<file path="config.mk">
export PLATFORM = sky130hd
export DESIGN_NAME = div_sequencer
export DESIGN_NICKNAME = d
export VERILOG_FILES = /design/src/rtl/div_sequencer.sv
export SDC_FILE = /design/constraint.sdc
export NUM_CORES = 1
export LEC_CHECK = 0
export CORE_MARGIN = 8
export CORE_UTILIZATION = 42
export CTS_BUF_LIST = sky130_fd_sc_hd__clkbuf_16
export CTS_CLUSTER_SIZE = 8
export DETAILED_ROUTE_END_ITERATION = 10
export GPL_TIMING_DRIVEN = 0
export HOLD_SLACK_MARGIN = 0.06
export PLACE_DENSITY = 0.86
export SKIP_LAST_GASP = 1
export SYNTH_ARGS = -nofsm -noshare
export SYNTH_HDL_FRONTEND = slang
export SYNTH_SLANG_ARGS = --single-unit
export TNS_END_PERCENT = 10
</file>
<file path="constraint.sdc">
create_clock -name CLK -period 3.1 [get_ports CLK]
set_input_delay 0.62 -clock CLK [delete_from_list [all_inputs] [get_ports CLK]]
set_output_delay 0.62 -clock CLK [all_outputs]
set_load 0.005 [all_outputs]
</file>
<file path="src/rtl/div_sequencer.sv">
// Divide request sequencer: accepts EXE-stage requests, resolves divide-by-zero and signed overflow locally, launches a multi-cycle engine otherwise.
// Optional one-entry result cache enabled by defining DIV_RESULT_CACHE_EN.
module div_sequencer #(
   parameter int unsigned XLEN = 32
) (
   input  logic            CLK,
   input  logic            nrst,
   input  logic            req_valid,
   input  logic [1:0]      req_op,
   input  logic [XLEN-1:0] req_opA,
   input  logic [XLEN-1:0] req_opB,
   output logic            req_ready,
   input  logic            flush,
   output logic            eng_start,
   output logic            eng_signed,
   output logic [XLEN-1:0] eng_dividend,
   output logic [XLEN-1:0] eng_divisor,
   input  logic            eng_done,
   input  logic [XLEN-1:0] eng_quot,
   input  logic [XLEN-1:0] eng_rem,
   output logic            resp_valid,
   output logic [XLEN-1:0] resp_data,
   output logic            busy
);

   typedef enum logic [2:0] {IDLE, LAUNCH, WAIT_ENG, RESP, DRAIN} state_t;

   localparam logic [XLEN-1:0] INT_MIN = {1'b1, {(XLEN-1){1'b0}}};

   state_t          state;
   logic            op_rem;
   logic            accept;
   logic            div_zero;
   logic            overflow;
   logic [XLEN-1:0] special_res;

`ifdef DIV_RESULT_CACHE_EN
   logic            c_valid;
   logic [XLEN-1:0] c_opa;
   logic [XLEN-1:0] c_opb;
   logic            c_unsigned;
   logic [XLEN-1:0] c_quot;
   logic [XLEN-1:0] c_rem;
   logic            cache_hit;

   assign cache_hit = c_valid && (c_opa == req_opA) && (c_opb == req_opB)
                      && (c_unsigned == req_op[0]);
`endif

   assign req_ready = (state == IDLE);
   assign accept    = req_valid && req_ready && !flush;
   assign busy      = (state == IDLE) ? (req_valid && !flush) : 1'b1;

   // Same-cycle flush/reset must kill the launch and response pulses, so these gate the state decode.
   assign eng_start  = (state == LAUNCH) && !flush && nrst;
   assign resp_valid = (state == RESP) && !flush && nrst;

   always_comb begin
      div_zero    = (req_opB == '0);
      overflow    = !req_op[0] && (req_opA == INT_MIN) && (req_opB == '1);
      special_res = '0;
      if (div_zero)
         special_res = req_op[1] ? req_opA : '1;
      else if (overflow)
         special_res = req_op[1] ? '0 : INT_MIN;
   end

   always_ff @(posedge CLK) begin
      if (!nrst) begin
         state        <= IDLE;
         op_rem       <= 1'b0;
         resp_data    <= '0;
         eng_signed   <= 1'b0;
         eng_dividend <= '0;
         eng_divisor  <= '0;
`ifdef DIV_RESULT_CACHE_EN
         c_valid      <= 1'b0;
         c_opa        <= '0;
         c_opb        <= '0;
         c_unsigned   <= 1'b0;
         c_quot       <= '0;
         c_rem        <= '0;
`endif
      end else begin
         case (state)
            IDLE: begin
               if (accept) begin
                  op_rem <= req_op[1];
                  if (div_zero || overflow) begin
                     resp_data <= special_res;
                     state     <= RESP;
                  end
`ifdef DIV_RESULT_CACHE_EN
                  else if (cache_hit) begin
                     resp_data <= req_op[1] ? c_rem : c_quot;
                     state     <= RESP;
                  end
`endif
                  else begin
                     eng_dividend <= req_opA;
                     eng_divisor  <= req_opB;
                     eng_signed   <= !req_op[0];
                     state        <= LAUNCH;
                  end
               end
            end
            LAUNCH: state <= flush ? IDLE : WAIT_ENG;
            WAIT_ENG: begin
               if (flush) begin
                  state <= eng_done ? IDLE : DRAIN;
               end else if (eng_done) begin
                  resp_data <= op_rem ? eng_rem : eng_quot;
                  state     <= RESP;
`ifdef DIV_RESULT_CACHE_EN
                  c_valid    <= 1'b1;
                  c_opa      <= eng_dividend;
                  c_opb      <= eng_divisor;
                  c_unsigned <= !eng_signed;
                  c_quot     <= eng_quot;
                  c_rem      <= eng_rem;
`endif
               end
            end
            RESP:  state <= IDLE;
            DRAIN: if (eng_done) state <= IDLE;
            default: state <= IDLE;
         endcase
      end
   end

endmodule
</file>
==> impl_metrics.yaml <==
outcome:
  status: "finished, final reports clean"
global_routing:
  grt_pass1_wl_um: 30100
  grt_overflow: 0
  grt_max_degree: 19
  antenna_found_initial: 0
  grt_pass1_vias: 5557
  grt_usage: 0.236
route:
  viasPerCell: 5.57
  dr.pass1.iters: 7
  finalWirelength_um: 19300
  ant_nets: 0
  drt-wirelength-per-cell_um: 19.1
  drt_iter0_drc: 507
  vias: 5631
  route.detailed.drc: 0
worst_setup_path:
  critical_path_class: "input pin to register"
  worstPathMaxFanout: 10
  critPathArrivalTime_ns: 3.09
  crit_family: "simple AND/OR/NAND/NOR gates"
  max_stage_delay_ns: 0.52
  critical_path.cell_chain: "clkdlybuf4s50_1 -> nor4_1 -> nand3_1 -> or3_1 -> o211a_1 -> buf_6 -> buf_2 -> nand3_1 -> o21ai_0"
  critPathRequiredTime_ns: 3.31
  end_kind: "register"
  crit_buf_inv: 3
  slowest_stage: "nor4_1"
  cpMostUsedCell: "nand3_1"
  critPathLaunchType: "input pin"
sta:
  setup_tns_ns: 0
  period_share: 0.930
  period_needed_ns: 2.88
  fin_ws_ns: 0.218
  slew_violations: 0
  finalHoldViolations: 0
  setup_violations: 0
  fmax_mhz: 347
  slew_headroom: 0.518
  worst_pin_slew_ns: 0.723
  rsz0062_at_grt: "no"
  clock_skew_ns: 0.00669
die:
  core-area_um2: 11900
  dieArea_um2: 15800
  die_y_um: 126
  die_x_um: 126
  rows: 40
  initial_core_util: 0.426
  io_pins: 236
placed_design:
  dp_hpwl_um: 15400
  port_buffers: 235
  gp_congestion: 0.846
  detailed_place.area_um2: 7590
  pre_cts_slack_ns: -0.201
flow_run:
  drv_cap: 0
clocking:
  ctsHoldBuffers: 0
  insertion_delay_ns: 0.34
  cts_buffers: 9
  cts_resized: 0
  cts_tree: "done"
  clock_path_buffers: 2
  cts-root-buf: "clkbuf_16"
  postCtsSetupRepairBufs: 0
  htree_levels: 3
  clkTransAtPathRegs_ns: 0.07
  cts.sinks: 101
cells_and_area:
  nets: 994
  stdcell_area_um2: 7870
  antenna_cells: 0
  area_growth_syn_to_layout_pct: 55.7
  final_layout_size_suffix_gt1_frac: 0.0810
synthesis:
  yosys.area.top_type_share: 0.400
  syn_avg_cell_area_um2: 8.25
  ys_ff_latch: 101
  syn_inst: 613
  synth_area_um2: 5050
  yosys-top-cells-area: "dfxtp_1 (40%), a221oi_2 (8.9%), nand3_1 (6.6%)"
  synth_top_area_cell: "dfxtp_1"
  synth_cell_types: 38
  ys_seq_area_frac: 0.400
  synth_fp_nets: 748
  ys_warn_count: 0
pwr:
  p_leak_nw: 2.56
  power.density_nw_per_um2: 382
  ir_drop_mv: 0.256
min_path:
  min_path_type: "register to register"
## cells in the mapped netlist (all sizes together)
| cell | count |
|---|---|
| nor4 | 15 |
| nand4b | 1 |
| nand4 | 10 |
| mux2i | 32 |
| a311oi | 1 |
| nor3 | 5 |
| o21ai | 67 |
| inv | 4 |
| nand3 | 67 |
| a21oi | 1 |
| clkbuf | 37 |
| nor3b | 1 |
| o21bai | 1 |
| a211oi | 1 |
| nor4b | 1 |
| a221oi | 31 |
| mux2 | 2 |
| dfxtp | 101 |
| nor2 | 69 |
| nand2 | 70 |
| or3 | 2 |
| a31oi | 31 |
| nand3b | 2 |
| o21a | 2 |
| buf | 21 |
| o211a | 1 |
| or4 | 1 |
| and3 | 2 |
| nand2b | 33 |
| or2 | 1 |
## registers in the layout (all words and copies together), names as in the netlist
| register | cells |
|---|---|
| eng_signed | 1 |
| eng_dividend | 32 |
| eng_divisor | 32 |
| resp_data | 32 |
| state | 3 |
| op_rem | 1 |
## cell usage in the layout (no fill, tap or decap), types with 3 or more instances in the layout
cell             netlist  final
clkdlybuf4s50_1        0    235
buf_6                  5      5
buf_1                  7      7
nand2b_1              32     32
o21ai_0               67     67
mux2i_1               32     32
a31oi_1               31     31
buf_4                  3      3
buf_2                  6      6
nand2_1               70     70
nand3_1               67     67
dfxtp_1              101    101
clkbuf_2               3      3
clkbuf_1              34     34
inv_6                  0      3
nor2_1                69     69
a221oi_2              30     30
nand4_1               10     10
clkbuf_16              0      9
nor4_1                15     15
nor3_1                 5      5
inv_1                  3      3
## where the power goes
part	internal, mW	switching [mW]
logic	0.306	0.243
registers	1.34	0.0237
clock network	0.557	0.529
## layout make-up
cell class | count | area (µm²)
Multi-Input combinational cell | 450 | 2740
Clock buffer | 9 | 225
Fill cell | 1007 | 3990
Sequential cell | 101 | 2020
Tap cell | 147 | 184
Timing Repair Buffer | 235 | 2350
Clock inverter | 7 | 56.3
Inverter | 4 | 15.0
Buffer | 58 | 278
## worst paths after layout
check | slack, ns | to | depth (start not counted) | start
hold reg to reg | 0.46 | eng_divisor[0] | 2 | eng_divisor[0]
setup / recovery | 0.22 | eng_divisor[23] | 9 | req_opA[21]
hold / removal | 0.46 | eng_divisor[0] | 2 | eng_divisor[0]
setup reg to reg | 0.53 | resp_data[12] | 6 | state[1]
## cells by family (layout without fill, tap and decap cells)
family,after synthesis,count (layout),synth area share
compound gates,136,136,0.211
buf+inv,62,313,0.0579
flops,101,101,0.400
mux,34,34,0.0678
simple gates,280,280,0.263
## tightest hold or removal path, cell delays in order, from the launching register on
cell and delay, ns:
dfxtp_1 0.31, nand2_1 0.05, o21ai_0 0.06
## metrics by stage
stage                     utilization  instances  hold WS (ns)  total power, mW
after floorplan                     -        613         0.452             1.58
final                           0.664       1011         0.457             3.00
after global placement          0.640        995         0.442             1.94
after global routing            0.664       1011         0.476             3.12
after detailed placement        0.640        995         0.451             1.95
after CTS                       0.664       1011         0.461             3.02
## per-layer routing
metal / GRT usage / part of all wire / vias to the layer above
met5: 0 / 0 / -
met1: 0.281 / 0.40 / 2633
met2: 0.397 / 0.49 / 258
met3: 0.0671 / 0.086 / 29
met4: 0.0802 / 0.025 / 0
li1: - / - / 2711
Power figures use the tool's default switching activity.
